**src/rtl/circuit_breaker_ctrl.sv**
```systemverilog
// -----------------------------------------------------------------------------
// circuit_breaker_ctrl
//
// Consumer end of the cb_load/cb_param breaker interface. Each 1-cycle load
// pulse becomes a timed market-protection state (NORMAL/THROTTLE/HALT/COOLDOWN),
// and the downstream order-valid stream is gated according to the current state.
//
// Ports
//   clk              clock
//   rst              synchronous active-high reset
//   cb_load          1-cycle load strobe
//   cb_param[7:0]    severity qualifying cb_load (0 = no-op)
//   op_clear         operator override, forces NORMAL (wins over cb_load)
//   order_valid_in   incoming order strobe
//   order_valid_out  registered gated order strobe (1 cycle latency)
//   cb_state[1:0]    0 NORMAL, 1 THROTTLE, 2 HALT, 3 COOLDOWN
//   halt_remaining   active timer (THROTTLE/HALT) or cooldown count; 0 in NORMAL
//   trip_pulse       1-cycle pulse on every entry into HALT
//   blocked_cnt      orders blocked since reset, saturating
// -----------------------------------------------------------------------------
module circuit_breaker_ctrl #(
  parameter int unsigned MIN_HALT     = 16,
  parameter int unsigned PARAM_SHIFT  = 2,
  parameter int unsigned HALT_THRESH  = 128,
  parameter int unsigned COOLDOWN_CYC = 32,
  parameter int unsigned THROTTLE_DIV = 4
) (
  input  logic        clk,
  input  logic        rst,
  input  logic        cb_load,
  input  logic [7:0]  cb_param,
  input  logic        op_clear,
  input  logic        order_valid_in,
  output logic        order_valid_out,
  output logic [1:0]  cb_state,
  output logic [11:0] halt_remaining,
  output logic        trip_pulse,
  output logic [15:0] blocked_cnt
);

  typedef enum logic [1:0] {
    StNormal   = 2'd0,
    StThrottle = 2'd1,
    StHalt     = 2'd2,
    StCooldown = 2'd3
  } state_e;

  localparam int unsigned PhW = (THROTTLE_DIV > 2) ? $clog2(THROTTLE_DIV) : 1;
  localparam logic [PhW-1:0] PhLast = PhW'(THROTTLE_DIV - 1);
  localparam logic [11:0] CoolLoad = (COOLDOWN_CYC > 4095) ? 12'hFFF : 12'(COOLDOWN_CYC);

  function automatic logic [11:0] sat12(input logic [31:0] v);
    return (v > 32'd4095) ? 12'hFFF : v[11:0];
  endfunction

  state_e         state_q, state_d;
  logic [11:0]    timer_q, timer_d;
  logic [PhW-1:0] phase_q, phase_d;
  logic           trip_q, trip_d;
  logic           ovo_q, ovo_d;
  logic [15:0]    blocked_q, blocked_d;

  // Load decode
  logic [31:0] p_ext, p_shift;
  logic        halt_lvl, thr_lvl;
  logic [11:0] th, th2, tt;

  always_comb begin
    p_ext    = {24'd0, cb_param};
    p_shift  = p_ext << PARAM_SHIFT;
    halt_lvl = cb_load && (cb_param != 8'd0) && (p_ext >= HALT_THRESH);
    thr_lvl  = cb_load && (cb_param != 8'd0) && (p_ext < HALT_THRESH);
    th       = sat12(p_shift + MIN_HALT);
    th2      = sat12({19'd0, th, 1'b0});  // escalation from COOLDOWN doubles the hold
    tt       = sat12(p_shift);
  end

  // Gate decision uses the registered state only
  logic pass;
  always_comb begin
    unique case (state_q)
      StNormal: pass = 1'b1;
      StHalt:   pass = 1'b0;
      default:  pass = (phase_q == '0);
    endcase
  end

  // Next-state / timer
  always_comb begin
    state_d = state_q;
    timer_d = timer_q;
    trip_d  = 1'b0;

    // Natural countdown and exit on timer == 0
    unique case (state_q)
      StNormal: timer_d = 12'd0;
      StThrottle: begin
        if (timer_q == 12'd0) begin
          state_d = StNormal;
        end else begin
          timer_d = timer_q - 12'd1;
        end
      end
      StHalt: begin
        if (timer_q == 12'd0) begin
          state_d = StCooldown;
          timer_d = CoolLoad;
        end else begin
          timer_d = timer_q - 12'd1;
        end
      end
      StCooldown: begin
        if (timer_q == 12'd0) begin
          state_d = StNormal;
        end else begin
          timer_d = timer_q - 12'd1;
        end
      end
      default: state_d = StNormal;
    endcase

    // Accepted loads override the countdown, including on the exit cycle.
    // A load that would not raise the running timer is not accepted.
    if (halt_lvl) begin
      unique case (state_q)
        StNormal, StThrottle: begin
          state_d = StHalt;
          timer_d = th;
          trip_d  = 1'b1;
        end
        StHalt: begin
          if (th > timer_q) begin
            state_d = StHalt;
            timer_d = th;
          end
        end
        StCooldown: begin
          state_d = StHalt;
          timer_d = th2;
          trip_d  = 1'b1;
        end
        default: ;
      endcase
    end else if (thr_lvl) begin
      unique case (state_q)
        StNormal, StCooldown: begin
          state_d = StThrottle;
          timer_d = tt;
        end
        StThrottle: begin
          if (tt > timer_q) begin
            state_d = StThrottle;
            timer_d = tt;
          end
        end
        default: ;  // throttle-level ignored in HALT
      endcase
    end

    if (state_d == StNormal) begin
      timer_d = 12'd0;
    end

    if (op_clear) begin
      state_d = StNormal;
      timer_d = 12'd0;
      trip_d  = 1'b0;
    end
  end

  // Throttle phase, gated output, blocked counter
  always_comb begin
    phase_d   = phase_q;
    ovo_d     = order_valid_in && pass;
    blocked_d = blocked_q;

    if (order_valid_in && ((state_q == StThrottle) || (state_q == StCooldown))) begin
      phase_d = (phase_q == PhLast) ? '0 : phase_q + 1'b1;
    end
    // Any state change restarts the 1-in-N pattern; NORMAL/HALT hold it at 0
    if ((state_d != state_q) || (state_d == StNormal) || (state_d == StHalt)) begin
      phase_d = '0;
    end

    if (order_valid_in && !pass && (blocked_q != 16'hFFFF)) begin
      blocked_d = blocked_q + 16'd1;
    end
  end

  always_ff @(posedge clk) begin
    if (rst) begin
      state_q   <= StNormal;
      timer_q   <= 12'd0;
      phase_q   <= '0;
      trip_q    <= 1'b0;
      ovo_q     <= 1'b0;
      blocked_q <= 16'd0;
    end else begin
      state_q   <= state_d;
      timer_q   <= timer_d;
      phase_q   <= phase_d;
      trip_q    <= trip_d;
      ovo_q     <= ovo_d;
      blocked_q <= blocked_d;
    end
  end

  assign order_valid_out = ovo_q;
  assign cb_state        = state_q;
  assign halt_remaining  = timer_q;
  assign trip_pulse      = trip_q;
  assign blocked_cnt     = blocked_q;

endmodule
```
**config.mk**
```make
export PLATFORM = sky130hd
export DESIGN_NAME = circuit_breaker_ctrl
export DESIGN_NICKNAME = d
export VERILOG_FILES = /design/src/rtl/circuit_breaker_ctrl.sv
export SDC_FILE = /design/constraint.sdc
export NUM_CORES = 1
export LEC_CHECK = 0
export ABC_AREA = 1
export CORE_MARGIN = 8
export CORE_UTILIZATION = 39
export CTS_BUF_LIST = sky130_fd_sc_hd__clkbuf_2
export DETAILED_ROUTE_END_ITERATION = 8
export PLACE_DENSITY_LB_ADDON = 0.1
export SETUP_SLACK_MARGIN = 0.5
export SYNTH_ARGS = -nofsm -noshare
export SYNTH_HDL_FRONTEND = slang
export SYNTH_SLANG_ARGS = --single-unit
```
**constraint.sdc**
```tcl
create_clock -name clk -period 5.4 [get_ports clk]
set_clock_uncertainty 0.05 [all_clocks]
set_input_delay 0.81 -clock clk [delete_from_list [all_inputs] [get_ports clk]]
set_output_delay 0.81 -clock clk [all_outputs]
set_load 0.03 [all_outputs]
```
==> results of run 1 <==
-- power groups by stage --
stage	registers (uW)	clock network (uW)	logic [uW]
after floorplan	274	0	133
after global placement	267	0	199
after detailed placement	267	0	200
after CTS	262	171	201
after global routing	263	180	226
final	262	168	201
-- cell usage after synthesis --
cell type | instances | area share [%]
sky130_fd_sc_hd__nand3_1 | 55 | 8.7
sky130_fd_sc_hd__nor3_1 | 7 | 1.1
sky130_fd_sc_hd__o21a_1 | 2 | 0.48
sky130_fd_sc_hd__nor4_1 | 2 | 0.40
sky130_fd_sc_hd__and2_1 | 1 | 0.20
sky130_fd_sc_hd__o21ai_0 | 23 | 3.6
sky130_fd_sc_hd__dfxtp_1 | 34 | 22
sky130_fd_sc_hd__nand3b_1 | 2 | 0.48
sky130_fd_sc_hd__nand2_2 | 9 | 1.8
sky130_fd_sc_hd__nor2_2 | 11 | 2.2
sky130_fd_sc_hd__o22ai_1 | 2 | 0.40
sky130_fd_sc_hd__o21ai_1 | 1 | 0.16
sky130_fd_sc_hd__clkbuf_1 | 2 | 0.24
sky130_fd_sc_hd__nor2_4 | 4 | 1.4
sky130_fd_sc_hd__nand2_1 | 136 | 16
sky130_fd_sc_hd__inv_2 | 3 | 0.36
sky130_fd_sc_hd__xor2_1 | 6 | 1.7
sky130_fd_sc_hd__a21oi_1 | 27 | 4.3
sky130_fd_sc_hd__nand4_1 | 13 | 2.6
sky130_fd_sc_hd__buf_4 | 1 | 0.24
sky130_fd_sc_hd__a211oi_1 | 1 | 0.24
sky130_fd_sc_hd__nand2_4 | 4 | 1.4
sky130_fd_sc_hd__ha_1 | 28 | 11
sky130_fd_sc_hd__o21bai_4 | 1 | 0.59
sky130_fd_sc_hd__nor2_1 | 48 | 5.7
sky130_fd_sc_hd__nand3_4 | 2 | 1.1
sky130_fd_sc_hd__nand3_2 | 3 | 0.95
sky130_fd_sc_hd__buf_2 | 2 | 0.32
sky130_fd_sc_hd__inv_1 | 88 | 10
sky130_fd_sc_hd__clkinv_1 | 1 | 0.12
-- metal layers --
layer	vias up	routed length, um	GRT usage [%]
li1	1745	-	-
met5	-	0	0
met4	0	231	5.93
met3	19	400	3.02
met1	1556	4330	20.6
met2	80	4650	29.4
-- path summary, 6_finish.rpt --
check                                     from            endpoint  slack (ns)  cells past startpoint
worst max-delay path               cb_param[4]   halt_remaining[9]        2.06                     16
worst min-delay path            blocked_cnt[4]      blocked_cnt[4]        0.47                      2
worst max register to register     cb_state[0]  halt_remaining[11]        2.71                     12
worst min register to register  blocked_cnt[4]      blocked_cnt[4]        0.47                      2
-- worst max-delay path, stage by stage --
cell and delay (ns):
sky130_fd_sc_hd__clkdlybuf4s50_1 0.63, sky130_fd_sc_hd__nand4_1 0.17, sky130_fd_sc_hd__nor2_1 0.14, sky130_fd_sc_hd__xor2_1 0.23, sky130_fd_sc_hd__inv_1 0.09, sky130_fd_sc_hd__ha_1 0.30
sky130_fd_sc_hd__nand2_1 0.07, sky130_fd_sc_hd__nor2_2 0.17, sky130_fd_sc_hd__nand3_1 0.16, sky130_fd_sc_hd__nand3_4 0.14, sky130_fd_sc_hd__nand2_4 0.11, sky130_fd_sc_hd__nand2_1 0.14
sky130_fd_sc_hd__nand2_1 0.10, sky130_fd_sc_hd__o21ai_0 0.20, sky130_fd_sc_hd__a21oi_1 0.08, sky130_fd_sc_hd__nor2_2 0.10
-- cells by family after synthesis --
group,count (synthesis),synth area share [%]
adders and majority gates,28,11.1
xor gates and xnor gates,6,1.66
DFF,34,21.5
AOI/OAI and AO/OA,57,9.78
buffers and inverters,97,11.7
and+or+nand+nor,297,44.2
-- area by class of cell --
type	count	area (um2)
fill	883	4290
multi-input combinational	388	2110
sequential	34	681
timing repair buffer	44	440
inverter	92	345
tap	105	131
clock inverter	2	33.8
clock buffer	5	25.0
-- registers in the layout (all words and copies together) (netlist names) --
name             count
cb_state             2
blocked_cnt         16
phase_q              2
order_valid_out      1
trip_pulse           1
halt_remaining      12
-- per-stage QoR --
stage	instance area [um2]	total power, uW	hold WS, ns
global route	3760	668	0.501
CTS	3760	634	0.470
detailed placement	3710	467	0.443
global placement	3710	465	0.432
finish	3760	631	0.471
floorplan	3160	406	0.522
==> impl_summary.log, run 1 <==
INFO  metric run_status = complete, no violations
INFO  metric power.internal = 399 uW
INFO  metric swShare = a little under two fifths
INFO  metric drt_drc_violations_left = 0
INFO  metric cts_hold_repair.buffers = 0
INFO  metric postSynthNetCount = 560
INFO  metric yosysWarnings = 0
INFO  metric grt_max_degree = 16
INFO  metric syn_area_per_cell = between 6 and 7 um2
INFO  metric slew_viol_final = 0
INFO  metric slew-limit-headroom = 64.7%
INFO  metric layout.cells.non_filler = 670
INFO  metric syn-cell-area = between 3000 and 4000 um2
INFO  metric vias_in_the_first_global_route = ~3,300
INFO  metric sequential_fraction_of_design_power = around two fifths
INFO  metric arrival_time_at_the_worst_endpoint = between 3 and 4 ns
INFO  metric layout.cells.most_common_list = sky130_fd_sc_hd__nand2_1, sky130_fd_sc_hd__inv_1, sky130_fd_sc_hd__nand3_1, sky130_fd_sc_hd__nor2_1, sky130_fd_sc_hd__clkdlybuf4s50_1
INFO  metric cts.clk_slew.worst_paths = about 0.21 ns
INFO  metric finalWorstSetupSlack = approximately 2.1 ns
INFO  metric clk_root_buf = sky130_fd_sc_hd__clkbuf_2
INFO  metric synth.lib_cells_used.distinct = 30
INFO  metric start_kind = input pin
INFO  metric timing.final.setup_violations = 0
INFO  metric die-area = between 10,000 and 15,000 um2
INFO  metric dpl.cell_count = 663
INFO  metric ir_drop = approximately 96 uV
INFO  metric mostFrequentLayoutCell = sky130_fd_sc_hd__nand2_1
INFO  metric clk_latency = about 0.38 ns
INFO  metric holdCritPathClass = reg2reg
INFO  metric track_usage = approximately 17%
INFO  metric antennaDiodeCount = 0
INFO  metric layout_cells_sized_above_1 = around 7.6%
INFO  metric endpoint_kind = flop
INFO  metric min_period = 3.34 ns
INFO  metric max_freq = ~0.30 GHz
INFO  metric overflow_after_grt = 0
INFO  metric layout.core_utilization = ~47%
INFO  metric cts_made_buffers = 5
INFO  metric initial_utilization = about two fifths
INFO  metric initialDrtViolationCount = 140
INFO  metric route.antenna.remaining_nets = 0
INFO  metric post_cts_resize_count = 0
INFO  metric post_drt_via_cell_ratio = 5.07
INFO  metric top_level_ports = 45
INFO  metric dp_slack = 1.67 ns
INFO  metric first_pass_grt_wire_length = around 16,000 um
INFO  metric synth_seq_cells = 34
INFO  metric post_synth_inst_count = 519
INFO  metric power_leakage = approximately 0.0018 uW
INFO  metric cts_max_level = 2
INFO  metric pwr_density_cell = roughly 170 nW/um2
INFO  metric combinational_power_share = 31.9%
INFO  metric cts_tree = yes
INFO  metric buffer_ports.inserted = 44
INFO  metric rsz0062_at_grt = false
INFO  metric critPathMaxFanout = 9
INFO  metric fp.coreArea = slightly above 8000 um2
INFO  metric die_width = approximately 110 um
INFO  metric synthToLayoutAreaGrowth = 19.2%
INFO  metric max_cap_violations = 0
INFO  metric firstDrtPassIters = 4
INFO  metric num_vias = around 3,400
INFO  metric ys_seq_area_share = a little over a fifth
INFO  metric hpwl = 7840 um
INFO  metric critical_path_class = in2reg
INFO  metric cts_setup_buffers = 0
INFO  metric clock_sinks = 34
INFO  metric total_negative_setup_slacks = 0 ns
INFO  metric final_net_count = between 600 and 700
INFO  metric gp_congestion = 0.910
INFO  metric floorplan.rows = 33
INFO  metric min_period_over_period = roughly 60%
INFO  metric tightest_slew = 0.528 ns
INFO  metric clk_path_buf_depth = 2
INFO  metric dieHeight = about 110 um
INFO  metric detail_route.wl_per_cell = 14.3 um
INFO  metric clock_power_share = 26.6%
INFO  metric wl = a little under 10,000 um
INFO  metric antenna_found_initial = 0
INFO  metric worst-endpoint-required = roughly 5.7 ns
INFO  metric report.final.hold_viol_count = 0
INFO  metric power.switching = between 200 and 250 uW
No activity file was read; power rests on OpenSTA's default activity.
==> inputs of run 2 (changes only) <==
Clock period 5.4 ns to 3.19 ns, I/O delays scaled along.
==> run 2 against run 1 <==
  * First-iteration DRC count rose by 24%
  * Count of clock-buffer cells in the layout did not move
  * Wire length rose by 1.1%
  * Critical path depth rose by 1
  * Via count rose by 1.9%
  * Non-clock buffer count rose by 20
  * Final area rose by 6.5%
  * Die area did not move
  * Critical path type unchanged
  * Critical endpoint is now halt_remaining[5]
==> impl_summary.log, run 2 (synthesis gave the netlist of run 1 again) <==
INFO  metric clk_latency = 0.37 ns
INFO  metric holdCritPathClass = reg2reg
INFO  metric tightest_slew = approximately 0.43 ns
INFO  metric worst-endpoint-required = approximately 3.5 ns
INFO  metric antenna_found_initial = 0
INFO  metric critPathMaxFanout = 5
INFO  metric layout_cells_sized_above_1 = 13.1%
INFO  metric pwr_density_cell = between 200 and 300 nW/um2
INFO  metric dieHeight = about 110 um
INFO  metric rsz0062_at_grt = false
INFO  metric max_freq = between 0.3 and 0.4 GHz
INFO  metric firstDrtPassIters = 5
INFO  metric critical_path.reg2reg.endpoint = halt_remaining[6]
INFO  metric endpoint_kind = flop
INFO  metric timing.final.setup_violations = 0
INFO  metric vias_in_the_first_global_route = between 3,000 and 4,000
INFO  metric run_status = complete, no violations
INFO  metric clock_sinks = 34
INFO  metric num_vias = between 3,000 and 4,000
INFO  metric cts.clk_slew.worst_paths = between 0.15 and 0.2 ns
INFO  metric start_kind = input pin
INFO  metric wl = 9720 um
INFO  metric die-area = around 11,000 um2
INFO  metric floorplan.rows = 33
INFO  metric fp.coreArea = approximately 8000 um2
INFO  metric route.antenna.remaining_nets = 0
INFO  metric top_level_ports = 45
INFO  metric clk_path_buf_depth = 2
INFO  metric initial_utilization = 39.2%
INFO  metric buffer_ports.inserted = 44
INFO  metric min_period_over_period = between 80% and 90%
INFO  metric critical_path_class = in2reg
INFO  metric die_width = around 110 um
INFO  metric drt_drc_violations_left = 0
INFO  metric timing.reg2reg.setup_slack = ~0.9 ns
INFO  metric final_net_count = 627
INFO  metric slew-limit-headroom = 71.0%
INFO  metric track_usage = roughly 17%
INFO  metric max_cap_violations = 0
INFO  metric detail_route.wl_per_cell = about 14 um
INFO  metric ir_drop = ~150 uV
INFO  metric hpwl = between 7000 and 8000 um
INFO  metric critical_path.cell_chain = clkdlybuf4s50_1, inv_1, nor2_2, xor2_2, inv_2, ha_4, nand2_1, nor2_4, nand3_2, nand3_4, buf_12, nand2_4, o21ai_1, nand2_1, nand3_1, nand2_2, nor2_2
INFO  metric grt_max_degree = 13
INFO  metric min_period = 2.59 ns
INFO  metric antennaDiodeCount = 0
INFO  metric arrival_time_at_the_worst_endpoint = between 2 and 3 ns
INFO  metric hold_path.startpoint = blocked_cnt[4]
INFO  metric slowest_stage = sky130_fd_sc_hd__clkdlybuf4s50_1
INFO  metric cts_made_buffers = 5
INFO  metric total_negative_setup_slacks = 0 ns
INFO  metric cts_max_level = 2
INFO  metric synthToLayoutAreaGrowth = 27.0%
INFO  metric critical_path.max_stage_delay = around 0.48 ns
INFO  metric largest_register_ff_count = 16
INFO  metric crit_start = cb_param[6]
INFO  metric mostFrequentLayoutCell = sky130_fd_sc_hd__nand2_1
INFO  metric post_drt_via_cell_ratio = ~5.0
INFO  metric first_pass_grt_wire_length = approximately 16,000 um
INFO  metric cts_tree = yes
INFO  metric overflow_after_grt = 0
INFO  metric layout.core_utilization = about half
INFO  metric report.final.hold_viol_count = 0
INFO  metric worstReg2RegStart = cb_state[1]
INFO  metric power_leakage = 0.00194 uW
INFO  metric worst_r2r_path_depth = 14
INFO  metric gp_congestion = ~0.96
INFO  metric slew_viol_final = 0
INFO  metric layout.cells.most_common_list = sky130_fd_sc_hd__nand2_1, sky130_fd_sc_hd__inv_1, sky130_fd_sc_hd__nand3_1, sky130_fd_sc_hd__nor2_1, sky130_fd_sc_hd__clkdlybuf4s50_1
INFO  metric clk_root_buf = sky130_fd_sc_hd__clkbuf_2
INFO  metric min_delay_path_depth = 2
INFO  metric design_power_total = 1110 uW
INFO  metric initialDrtViolationCount = 173
INFO  metric hold_end = blocked_cnt[4]
-- run 2: repair_timing --
action	in CTS	in global routing
gates cloned	0	1
gates resized for setup	5	17
endpoints found under the hold margin	0	0
pin swaps	0	11
setup buffers	5	2
hold buffers	0	0
endpoints found under the setup margin	13	15
-- run 2: worst max path at each step --
stage                         endpoint  slack [ns]
floorplan           halt_remaining[10]        0.87
global placement     halt_remaining[9]        0.03
detailed placement   halt_remaining[9]       -0.05
CTS                  halt_remaining[9]        0.51
global route         halt_remaining[5]        0.44
finish               halt_remaining[5]        0.60
-- run 2: report_power, final --
group | switching, uW | leakage, uW | internal, uW | total (uW)
clock network | 153 | 0.0000365 | 126 | 279
registers | 9.66 | 0.000275 | 433 | 442
logic | 241 | 0.00163 | 143 | 384
total | 404 | 0.00194 | 702 | 1110
-- run 2: cell type report --
cell class	instances	area (um2)
Clock buffer	5	25.0
Timing Repair Buffer	64	606
Tap cell	105	131
Inverter	92	345
Multi-Input combinational cell	389	2190
Fill cell	848	4040
Clock inverter	2	33.8
Sequential cell	34	681
-- run 2: metal layers --
| layer | track usage (%) | vias to the layer above | routed length (um) | share of wire (%) |
|---|---|---|---|---|
| met4 | 5.73 | 0 | 204 | 2.1 |
| met2 | 30.2 | 103 | 4720 | 49 |
| li1 | - | 1786 | - | - |
| met3 | 3.75 | 18 | 483 | 5.0 |
| met1 | 20.0 | 1559 | 4310 | 44 |
| met5 | 0 | - | 0 | 0 |
-- run 2: critical path, delay by kind of cell --
family	cells	cell delay, ns
adder cells (fa/ha/maj)	1	0.27
buffers and inverters	4	0.78
AO/OA/AOI/OAI	1	0.12
AND/OR/NAND/NOR	10	1.03
XOR/XNOR	1	0.20
-- run 2: stage by stage --
stage                     area (um2)  instances  worst slack [ns]  hold slack [ns]
after floorplan                 3160        519             0.870            0.507
after detailed placement        3800        676           -0.0529            0.440
final                           4010        691             0.600            0.463
after CTS                       3900        688             0.511            0.467
after global routing            4010        691             0.439            0.491
after global placement          3800        676            0.0325            0.431
==> inputs of run 3 (changes only) <==
Clock period 3.19 ns to 2.45 ns, I/O delays scaled along.
==> run 3 against run 2 <==
  * Global-route usage up 1.5 points
  * Highest routed layer unchanged
  * Flip-flop and latch count unchanged
  * Critical path depth unchanged
  * Critical endpoint is now halt_remaining[10]
  * Critical path type unchanged
  * Register-to-register slack got worse by 0.51 ns
  * Utilization grew 6.6 points
  * Worst setup slack worse by 0.26 ns
==> impl_summary.log, run 3 (synthesis gave the netlist of run 1 again) <==
INFO  metric holdCritPathClass = in2reg
INFO  metric max_freq = 0.474 GHz
INFO  metric critPathMaxFanout = 3
INFO  metric track_usage = a little under a fifth
INFO  metric cts_made_buffers = 5
INFO  metric finalWorstSetupSlack = 0.342 ns
INFO  metric endpoint_kind = flop
INFO  metric timing.reg2reg.setup_slack = 0.38 ns
INFO  metric min_period = roughly 2.1 ns
INFO  metric vias_in_the_first_global_route = about 3,700
INFO  metric antenna_found_initial = 0
INFO  metric wl = ~10,000 um
INFO  metric arrival_time_at_the_worst_endpoint = roughly 2.4 ns
INFO  metric cts.clk_slew.worst_paths = 0.20 ns
INFO  metric mostFrequentLayoutCell = sky130_fd_sc_hd__nand2_1
INFO  metric hold_end = halt_remaining[7]
INFO  metric report.final.hold_viol_count = 0
INFO  metric floorplan.rows = 33
INFO  metric critical_path_class = in2reg
INFO  metric cts_hold_repair.buffers = 0
INFO  metric antennaDiodeCount = 0
INFO  metric drt_drc_violations_left = 0
INFO  metric route.antenna.remaining_nets = 0
INFO  metric hpwl = about 8100 um
INFO  metric cts_tree = yes
INFO  metric initialDrtViolationCount = about 120
INFO  metric min_delay_path_depth = 6
INFO  metric dieHeight = between 100 and 150 um
INFO  metric hold_path.startpoint = cb_param[5]
INFO  metric slowest_stage = sky130_fd_sc_hd__dlygate4sd2_1
INFO  metric crit_family = buffers and inverters
INFO  metric max_cap_violations = 0
INFO  metric critical_path.cell_chain = dlygate4sd2_1, inv_2, xor2_2, inv_2, buf_4, buf_4, buf_4, buf_4, buf_4, buf_4, buf_4, buf_4, buf_4, nand3_2, nand2_2, a21oi_2, nor2_2
INFO  metric clock_sinks = 34
INFO  metric fin_hold_ws = roughly 0.43 ns
INFO  metric dp_slack = -0.585 ns
INFO  metric critical-path-top-cell-by-count = sky130_fd_sc_hd__buf_4
INFO  metric initial_utilization = 39.2%
INFO  metric gp_congestion = just over 0.9
INFO  metric final_net_count = between 600 and 700
INFO  metric die_width = 106 um
INFO  metric worst-endpoint-required = ~2.7 ns
INFO  metric pwr_density_cell = ~320 nW/um2
INFO  metric firstDrtPassIters = 4
INFO  metric clk_path_buf_depth = 2
INFO  metric clk_latency = between 0.3 and 0.4 ns
INFO  metric first_pass_grt_wire_length = roughly 17,000 um
INFO  metric timing.final.setup_violations = 0
INFO  metric slew_viol_final = 0
INFO  metric cts_max_level = 2
INFO  metric buffer_ports.inserted = 44
INFO  metric fp.coreArea = roughly 8100 um2
INFO  metric detail_route.wl_per_cell = about 14 um
INFO  metric top_level_ports = 45
INFO  metric post_drt_via_cell_ratio = 4.95
INFO  metric cp.buffers_inverters = 12
INFO  metric clk_root_buf = sky130_fd_sc_hd__clkbuf_2
INFO  metric overflow_after_grt = 0
INFO  metric power_leakage = approximately 0.0023 uW
INFO  metric rsz0062_at_grt = true
INFO  metric start_kind = input pin
INFO  metric worst_r2r_path_depth = 15
INFO  metric tightest_slew = between 0.3 and 0.4 ns
INFO  metric critical_path.reg2reg.endpoint = halt_remaining[4]
INFO  metric slew-limit-headroom = 73.9%
INFO  metric run_status = complete, no violations
INFO  metric largest_register_ff_count = 16
INFO  metric layout.cells.most_common_list = sky130_fd_sc_hd__nand2_1, sky130_fd_sc_hd__inv_1, sky130_fd_sc_hd__buf_4, sky130_fd_sc_hd__nand3_1, sky130_fd_sc_hd__nor2_1
INFO  metric ir_drop = ~170 uV
INFO  metric die-area = between 10,000 and 15,000 um2
INFO  metric min_period_over_period = 86.0%
INFO  metric grt_max_degree = 13
INFO  metric worstReg2RegStart = halt_remaining[6]
INFO  metric total_negative_setup_slacks = 0 ns
INFO  metric num_vias = around 3,600
INFO  metric synthToLayoutAreaGrowth = 43.8%
INFO  metric layout_cells_sized_above_1 = between 20% and 30%
INFO  metric critical_path.max_stage_delay = 0.25 ns
-- run 3: cell types whose count changed in the layout (fill, tap and decap cells not counted), sizes merged --
cell	delta
inv	-2
clkinvlp	+3
dlygate4sd2	+21
clkdlybuf4s50	-30
buf	+42
nand2	-1
bufinv	-1
dlymetal6s2s	+4
clkdlybuf4s15	+1
clkinv	+1
-- run 3: how the worst max path moves through the flow --
stage	endpoint	startpoint	cells after the start	slack [ns]
floorplan	halt_remaining[0]	cb_param[2]	15	0.26
global placement	halt_remaining[9]	cb_param[2]	16	-0.52
detailed placement	halt_remaining[4]	cb_param[2]	18	-0.59
CTS	halt_remaining[4]	cb_param[2]	17	0.37
global route	halt_remaining[8]	cb_param[3]	19	0.24
finish	halt_remaining[10]	cb_param[7]	17	0.34
-- run 3: power by group --
part           switching (uW)  internal, uW  leakage, uW
clock network             213          65.1    0.0000264
registers                10.9           560     0.000283
logic                     354           260      0.00204
-- run 3: worst min-delay path: cells and delay by family --
| kind | cells | cell delay [ns] |
|---|---|---|
| buffers and inverters | 3 | 0.23 |
| and+or+nand+nor | 3 | 0.25 |
-- run 3: what timing repair did --
action,4_1_cts,5_1_grt
pin swaps,19,22
hold endpoints to repair,0,0
resized for setup,106,47
endpoints found under the setup margin,42,32
setup buffers,22,0
cloned,0,0
-- run 3: cell type report --
| cell class | count | area [um2] |
|---|---|---|
| fillers | 810 | 3510 |
| flip-flops and latches | 34 | 712 |
| repair buffers | 102 | 932 |
| clock buffers | 5 | 25.0 |
| multi-input cells | 388 | 2370 |
| inverters | 92 | 353 |
| well taps | 105 | 131 |
| clock inverters | 3 | 16.3 |
-- run 3: layer usage --
layer  GRT usage (%)  wire (um)  vias up
met3            2.96        479       23
li1                -          -     1864
met5               0          0        -
met1            21.1       4440     1640
met2            33.7       5220       79
met4            8.34        337        0
-- run 3: per-stage QoR --
stage | instances | cell area (um2) | total power (uW) | util (%)
2_1_floorplan | 519 | 3180 | 900 | -
3_3_place_gp | 699 | 4010 | 1080 | 49.8
3_5_place_dp | 699 | 4010 | 1090 | 49.8
4_1_cts | 729 | 4400 | 1440 | 54.7
5_1_grt | 729 | 4540 | 1560 | 56.4
6_report | 729 | 4540 | 1460 | 56.4
==> patch (config.mk and constraints of run 1) <==
Reset style: asynchronous (`rst`), changed in one clocked block. Comments in the files are not updated.
--- a/src/rtl/circuit_breaker_ctrl.sv
+++ b/src/rtl/circuit_breaker_ctrl.sv
@@ -187,7 +187,7 @@
     end
   end
 
-  always_ff @(posedge clk) begin
+  always_ff @(posedge clk or posedge rst) begin
     if (rst) begin
       state_q   <= StNormal;
       timer_q   <= 12'd0;
Check against the original RTL: differs if rst is asserted again (counterexample within 4 cycles, from zero or initial values and one cycle with rst high); with rst held inactive, the same outputs for 4 cycles.
==> patch against run 1 <==
  * Design area shrank 4.9%
  * Worst setup slack lost 0.057 ns
  * Routed wire length shrank 16%
  * Non-clock buffer count grew 1
  * Global-route usage shrank 1.2 points
  * Synthesized area shrank 7.3%
  * Sequential cell count is the same
Power is not compared: it rests on default switching activity, and its combinational part moved more than twofold at a synthesized area within 25%.
==> patch: results (changes against run 1) <==
* Status: finished, final reports clean (unchanged)
* Hold path depth at 1 (was 2)
* Die footprint at 0.0105 mm² (was 0.0112 mm²)
* Max VDD drop at around 220 µV
* Worst r2r src: cb_state[0] (unchanged)
* Detailed-route wire length at 8050 µm (was 9610 µm)
* Fillers at 751 (was 883)
* Sequential share of cell area at 23.8% (was 18.1%)
* Placed instance area at 0.00349 mm² (was 0.00371 mm²)
* Seq/Total Area, Yosys at 29.0% (was 21.5%)
* Worst path max stage delay at 0.57 ns (was 0.63 ns)
* I/O Buffers at 44 (unchanged)
* Dpl ws at 1.69 ns (was 1.67 ns)
* WHS at 0.460 ns (was 0.471 ns)
* WL/cell at 13.8 µm (was 14.3 µm)
* Multi-input logic portion of the cell area at 49.9% (was 56.0%)
* FF-to-FF path depth at 11 (was 12)
* Hold crit path type: register to register (unchanged)
* Number of global-route vias before repair at 2757 (was 3253)
* Gpl congestion at 0.929 (was 0.910)
* Capturing point of the worst reg2reg path: halt_remaining[10] (was halt_remaining[11])
* R2R Setup Slk at 2.97 ns (was 2.71 ns)
* Non-clk invs at 75 (was 92)
* Synth cell types at 29 (was 30)
* Drt pass-1 iters at 4 (unchanged)
* CTS root buf: clkbuf_2 (unchanged)
* Maximum fanout along the worst path at 6 (was 9)
* H-Tree Depth at 2 (unchanged)
* Synth top cells by count: nand2_1 (105), inv_1 (65), nor2_1 (60), nand3_1 (40), dfrtp_1 (34) (was nand2_1 (136), inv_1 (88), nand3_1 (55), nor2_1 (48), dfxtp_1 (34))
* DP Cell Count at 577 (was 663)
* Initial DRC Count at 193 (was 140)
* Non-clock buffer share at 12.5% (was 11.7%)
* All-layer global routing usage at 15.8% (was 17.0%)
* Asr flop ratio synth at 100% (was 0%)
* Clock buf/inv share at 2.48% (was 1.56%)
* Final setup viols at 0 (unchanged)
* Layout cell share with drive strength beyond 1 at 6.38% (was 7.61%)
* Worst slew pin tran at 0.508 ns (was 0.528 ns)
* Hold Crit Start: blocked_cnt[5] (was blocked_cnt[4])
* Arr. time, crit path at 3.65 ns (was 3.63 ns)
* First-pass GRT wire length at 13000 µm (was 15700 µm)
* Worst skew pair latency at a little under 0.4 ns
* Clock Path Buffers at 2 (unchanged)
* Hold Path End: blocked_cnt[5] (was blocked_cnt[4])
* # diodes at 0 (unchanged)
* Hpwl dp at 6550 µm (was 7840 µm)
* Number of multi-input logic gates at 324 (was 388)
* Cell family with most CP delay: simple AND/OR/NAND/NOR gates (unchanged)
* Clock slew at reported path FFs at 0.21 ns (about the same)
* Synth Instances at 435 (was 519)
* Top cells by area, synth: dfrtp_1 (29%), nand2_1 (13%), ha_1 (12%) (was dfxtp_1 (22%), nand2_1 (16%), ha_1 (11%))
* Post-Layout Inst Area at 0.00358 mm² (was 0.00376 mm²)
* Non-Clock Buffer Count at 45 (was 44)
* Largest net degree at the start of global routing at 35 (was 16)
* Final net count at 526 (was 606)
* Synthesized Nets at 476 (was 560)
* Vias per inst at 4.95 (was 5.07)
* Seq cells post-synth at 34 (unchanged)
## patch: cell types whose count changed in the layout (fill, tap and decap cells not counted), moves of 5 or more
cell	change
nor3_1	+5
nor2_1	+12
dfxtp_1	-34
a21oi_1	-18
dfrtp_1	+34
inv_1	-23
nand2_1	-31
nand3_1	-15
o21ai_0	-14
xor2_1	+11
nor2_2	-6
xnor2_1	+6
## patch: worst reg2reg max path: stages (launching register included)
cell,delay (ns)
dfrtp_1,0.49
inv_1,0.17
ha_1,0.44
inv_2,0.14
nand2_1,0.11
nand2_1,0.07
a21oi_2,0.28
nand3_1,0.16
or2_0,0.24
nand4_1,0.07
nand2_1,0.06
nor2_1,0.11
## patch: metal layers
layer | part of all wire, % | track usage, % | vias up
met3 | 7.7 | 3.51 | 13
li1 | - | - | 1480
met1 | 46 | 21.3 | 1327
met4 | 1.3 | 3.16 | 0
met5 | 0 | 0 | -
met2 | 45 | 25.1 | 75
## patch: worst max path at each step
stage,from,to,slack [ns]
6_report,cb_param[3],halt_remaining[10],2.01
5_1_grt,cb_param[2],halt_remaining[2],1.78
4_1_cts,cb_param[2],halt_remaining[10],2.07
3_5_place_dp,cb_param[2],halt_remaining[10],1.69
3_3_place_gp,cb_param[3],halt_remaining[10],1.71
2_1_floorplan,cb_param[2],halt_remaining[9],2.64
## patch: cell families after synthesis
family / after synthesis / synth area share (%)
AOI/OAI and AO/OA: 26 / 5.21
xor gates and xnor gates: 23 / 6.88
adders and majority gates: 28 / 12.0
buffers and inverters: 77 / 9.91
DFF: 34 / 29.0
and+or+nand+nor: 247 / 37.0
## patch: power by group
| part | internal (µW) | switching (µW) |
|---|---|---|
| combinational | 170 | 315 |
| sequential | 284 | 35.7 |
| clock | 123 | 93.6 |
| total | 577 | 444 |
